File: config.mk
export PLATFORM = sky130hd
export DESIGN_NAME = regfile_sb
export DESIGN_NICKNAME = d
export VERILOG_FILES = /design/src/rtl/regfile_sb.sv
export SDC_FILE = /design/constraint.sdc
export NUM_CORES = 2
export LEC_CHECK = 0
export CORE_MARGIN = 5
export CORE_UTILIZATION = 60
export CTS_CLUSTER_SIZE = 24
export DETAILED_ROUTE_END_ITERATION = 16
export HOLD_SLACK_MARGIN = 0.02
export PLACE_DENSITY_LB_ADDON = 0.08
export SLEW_MARGIN = 40
export SYNTH_ARGS = -nofsm -noshare
export SYNTH_HDL_FRONTEND = slang
export SYNTH_SLANG_ARGS = --single-unit
File: constraint.sdc
create_clock -name clk -period 110.3 [get_ports clk]
set_clock_uncertainty 0.2 [all_clocks]
set_input_delay 22.06 -clock clk [delete_from_list [all_inputs] [get_ports clk]]
set_output_delay 22.06 -clock clk [all_outputs]
set_load 0.02 [all_outputs]
File: src/rtl/regfile_sb.sv
// Register file with two combinational read ports, two write ports (port 1 wins) and a busy
// scoreboard; writes land on the next edge, optionally bypassed same-cycle; no backpressure.
module regfile_sb #(
    parameter int WIDTH     = 32,
    parameter int AW        = 5,
    parameter int INIT_MODE = 1,
    parameter int ZERO_R0   = 1,
    parameter int BYPASS    = 1
) (
    input  logic             clk,
    input  logic             Rst,
    input  logic [AW-1:0]    regA,
    input  logic [AW-1:0]    regB,
    output logic [WIDTH-1:0] Adat,
    output logic [WIDTH-1:0] Bdat,
    output logic             Abusy,
    output logic             Bbusy,
    input  logic [AW-1:0]    regW0,
    input  logic [AW-1:0]    regW1,
    input  logic [WIDTH-1:0] Wdat0,
    input  logic [WIDTH-1:0] Wdat1,
    input  logic             RegWrite0,
    input  logic             RegWrite1,
    input  logic             Issue,
    input  logic [AW-1:0]    regD,
    output logic [AW:0]      busy_cnt
);

    localparam int DEPTH = 1 << AW;
    localparam int CW    = AW + 1;

    logic [WIDTH-1:0] mem_q [DEPTH];
    logic [WIDTH-1:0] mem_d [DEPTH];
    logic [DEPTH-1:0] busy_q, busy_d;
    logic [DEPTH-1:0] set_vec, clr_vec;
    logic [CW-1:0]    cnt_q, cnt_d;
    logic             we0, we1, iss;
    logic             n_set;
    logic [1:0]       n_clr;
    logic             hit_a0, hit_a1, hit_b0, hit_b1;

    function automatic logic [WIDTH-1:0] reset_val(input int i);
        if (ZERO_R0 != 0 && i == 0) return '0;
        if (INIT_MODE != 0) return WIDTH'(i);
        return '0;
    endfunction

    // Register 0 is hard-wired when ZERO_R0 is set, so its writes and issues never take effect.
    assign we0 = RegWrite0 && !(ZERO_R0 != 0 && regW0 == '0);
    assign we1 = RegWrite1 && !(ZERO_R0 != 0 && regW1 == '0);
    assign iss = Issue && !(ZERO_R0 != 0 && regD == '0);

    always_comb begin
        set_vec = '0;
        clr_vec = '0;
        if (we0) clr_vec[regW0] = 1'b1;
        if (we1) clr_vec[regW1] = 1'b1;
        if (iss) set_vec[regD] = 1'b1;
        busy_d = (busy_q & ~clr_vec) | set_vec;

        for (int i = 0; i < DEPTH; i++) mem_d[i] = mem_q[i];
        if (we0) mem_d[regW0] = Wdat0;
        if (we1) mem_d[regW1] = Wdat1;

        // At most one bit can be newly set and at most two newly cleared per cycle.
        n_set = iss && !busy_q[regD];
        n_clr = '0;
        if (we0 && busy_q[regW0] && !set_vec[regW0]) n_clr = n_clr + 2'd1;
        if (we1 && busy_q[regW1] && !set_vec[regW1] && !(we0 && regW0 == regW1))
            n_clr = n_clr + 2'd1;
        cnt_d = cnt_q + CW'(n_set) - CW'(n_clr);
    end

    always_ff @(posedge clk or posedge Rst) begin
        if (Rst) begin
            for (int i = 0; i < DEPTH; i++) mem_q[i] <= reset_val(i);
            busy_q <= '0;
            cnt_q  <= '0;
        end else begin
            for (int i = 0; i < DEPTH; i++) mem_q[i] <= mem_d[i];
            busy_q <= busy_d;
            cnt_q  <= cnt_d;
        end
    end

    always_comb begin
        hit_a0 = (BYPASS != 0) && we0 && (regW0 == regA);
        hit_a1 = (BYPASS != 0) && we1 && (regW1 == regA);
        hit_b0 = (BYPASS != 0) && we0 && (regW0 == regB);
        hit_b1 = (BYPASS != 0) && we1 && (regW1 == regB);

        if (ZERO_R0 != 0 && regA == '0) Adat = '0;
        else if (hit_a1)                Adat = Wdat1;
        else if (hit_a0)                Adat = Wdat0;
        else                            Adat = mem_q[regA];

        if (ZERO_R0 != 0 && regB == '0) Bdat = '0;
        else if (hit_b1)                Bdat = Wdat1;
        else if (hit_b0)                Bdat = Wdat0;
        else                            Bdat = mem_q[regB];

        Abusy = busy_q[regA] && !(hit_a0 || hit_a1);
        Bbusy = busy_q[regB] && !(hit_b0 || hit_b1);
    end

    assign busy_cnt = cnt_q;

endmodule

==> results.ini <==
[routing]
drt_iter0_drc=9280
drt-total-wl_um=283400
final_antenna_net_count=0
viasPerCell=7.350
drt_drc_violations_left=0
first_pass_iters=8
vias=59501
wl_per_cell_um=35.00

[global_route]
grt_antenna_before_repair=5
grt_pass1_vias=56710
grt_pass1_wl_um=406700
groute.usage.overall_pct=45.78
grt_max_degree=101
overflow=0

[clock_network]
cts_resized=0
cts_buffers=119
clkSinkCount=1062
post_cts_buffers=0
ctsHtreeMaxLevel=3
ctsHoldBuffers=0
cts_buffer_depth=3
root_buffer=clkbuf_16
cts_tree=yes
clk_latency_ns=0.74
clk_pin_slew_worst_paths_ns=0.06

[placed_design]
portBuffers=165
place_hpwl_um=157100
dp_slack_ns=61.19
place_congestion=0.9024
dp.cells=7860

[power]
power_frac_seq_pct=42.0
power_leakage_uw=0.03268
switching_share_pct=32.13
p_int_uw=941.8
power.density_nw_per_um2=18.35
switchingPower_uw=445.8
comb_power_share_pct=28.0
clock_power_share_pct=29.9
vdd_drop_max_mv=0.01574

[sta]
max_freq_mhz=20.20
maxSlewHeadroom_pct=27.36
worst_pin_slew_ns=1.078
fin_ws_ns=60.78
rsz0062_at_grt=false
finalCritPeriodShare_pct=44.89
slew_viol_final=0
tns_ns=0
hold_viol_final=0
period_minus_slack_ns=49.52
setup_viol=0

[hold_path]
hp-start=mem_q[1017]$_DFF_PP0_
whs_endpoint=mem_q[1017]$_DFF_PP0_
hold_class=reg -> reg
whs_path_depth=0

[worst_setup_path]
crit_path_start=regW0[4]
cp_data_arrival_time_ns=27.26
r2r-start=busy_q[6]$_DFF_PP0_
critPathLaunchType=input port
crit_required_ns=88.04
rr_endpoint=busy_cnt[4]$_DFF_PP0_
r2r_slack_ns=106.45
cp_max_fo=36
cp-end-kind=output pin
reg2reg_depth=12
path_class=in -> out

[flow_run]
drv_cap=0

[floorplan]
start_util_pct=60.34
dieHeight_um=348.9
dieArea_um2=121700
fp.dieW_um=348.9
rows=124
design.core.area_um2=114200
ios=166

[synth]
synth-edff-count=0
synth_common_cells=mux2i_1 (1053), dfrtp_1 (982), a21oi_1 (934), nor2_1 (883), clkbuf_1 (542)
synth_area_leaders=dfrtp_1 (36%), mux4_2 (15%), mux2i_1 (15%)
netlist_instances=6831
synth.avg_cell_area_um2=10.09
ys_ff_latch=1062
synth_area_um2=68900
yosysTopAreaCell=dfrtp_1
synth_top_cell_area_share_pct=35.67
synthArstFlopShare_pct=100.0
synth-seq-area-share_pct=38.72
synth_warnings=0
synth.most_common_cell=mux2i_1
synth_nets=6934
synth_cell_types=65
synth_ff_type=dfrtp_1

[cells_and_area]
synthToLayoutAreaGrowth_pct=9.752
stdcell_count=8095
drive_above_1_share_pct=17.95
nNetsFinal=6578
fillers=8870

[run_status]
status=completed

[state kept, by name, summed over array words and instances, names as in the netlist]
register and flops:
busy_q 32, busy_cnt 6, mem_q 1024
[layout make-up]
| type | count | area [um^2] | share of cell area [%] |
|---|---|---|---|
| multi-input cells | 4914 | 39240 | 51.89 |
| well taps | 1512 | 1892 | 2.502 |
| flip-flops and latches | 1062 | 26680 | 35.28 |
| clock inverters | 34 | 374.1 | 0.4947 |
| clock buffers | 187 | 3631 | 4.802 |
| inverters | 14 | 60.06 | 0.07942 |
| repair buffers | 364 | 3730 | 4.932 |
| diodes | 8 | 20.02 | 0.02647 |
[cells in the final DEF, fill, tap and decap left out, drive strengths merged, types with 5 or more instances in the layout]
| master | instances |
|---|---|
| clkinv | 22 |
| ha | 8 |
| a32o | 17 |
| nor3 | 30 |
| nor4 | 5 |
| nor2 | 894 |
| a221oi | 5 |
| xor2 | 12 |
| mux4 | 470 |
| a221o | 18 |
| dfrtp | 982 |
| nor2b | 32 |
| nand3 | 36 |
| o21ai | 383 |
| nand3b | 21 |
| and2 | 17 |
| o22ai | 30 |
| clkbuf | 187 |
| a31oi | 52 |
| xnor2 | 24 |
| buf | 210 |
| nand4 | 10 |
| inv | 15 |
| o211ai | 16 |
| dfstp | 80 |
| a22o | 5 |
| nor3b | 17 |
| a31o | 17 |
| mux2i | 1053 |
| a22oi | 102 |
| a211oi | 35 |
| diode | 8 |
| bufinv | 7 |
| clkdlybuf4s50 | 154 |
| o221ai | 32 |
| a41o | 9 |
| nand2 | 493 |
| mux2 | 106 |
| a21oi | 935 |
[layer usage]
metal | GRT usage [%] | wire length (um) | up-vias
met5 | 0.2355 | 174 | -
met4 | 25.45 | 19010 | 6
li1 | - | - | 24142
met1 | 60.54 | 100800 | 29004
met3 | 20.04 | 46980 | 1195
met2 | 63.27 | 116400 | 5154
[logic make-up after synthesis]
| logic type | Yosys count | synth area share, % |
|---|---|---|
| AO/OA/AOI/OAI | 1664 | 13.50 |
| XOR/XNOR | 36 | 0.4576 |
| adder cells (fa/ha/maj) | 9 | 0.1743 |
| buffers and inverters | 855 | 5.399 |
| flip-flops | 1062 | 38.72 |
| multiplexers | 1629 | 32.39 |
| AND/OR/NAND/NOR | 1576 | 9.354 |
[stage by stage]
stage	power (uW)	utilization (%)	hold WS, ns	cell area, um^2
after floorplan	846.4	-	0.2413	68900
after global placement	946.6	61.90	0.1782	70690
after detailed placement	964.8	62.54	0.1853	71410
after CTS	1375	66.05	0.1989	75420
after global routing	1443	66.20	0.2063	75600
final	1388	66.22	0.1979	75620
[how the worst max path moves through the flow]
| stage | end | slack (ns) | cells after the start |
|---|---|---|---|
| floorplan | busy_cnt[0]$_DFF_PP0_ | 58.28 | 1 |
| global placement | Adat[9] | 60.94 | 11 |
| detailed placement | Bdat[0] | 61.19 | 11 |
| CTS | Bdat[0] | 61.18 | 11 |
| global route | Bdat[20] | 61.05 | 9 |
| finish | Bdat[20] | 60.78 | 9 |
[worst max-delay path, cell delays in order]
cell and delay, ns:
clkdlybuf4s50_1 0.82, or3_4 0.63, o31ai_4 0.45, nor4b_4 0.10, buf_4 0.41, nor2_4 0.83, a31oi_1 0.39, a21oi_1 0.75
clkdlybuf4s50_1 0.74
[power by group through the flow]
stage	Combinational [uW]	Clock, uW	Sequential [uW]
2_1_floorplan	287	0	559
3_3_place_gp	368	0	579
3_5_place_dp	380	0	585
4_1_cts	381	415	579
5_1_grt	416	432	595
6_report	389	415	583
No activity file was read; power rests on OpenSTA's default activity.
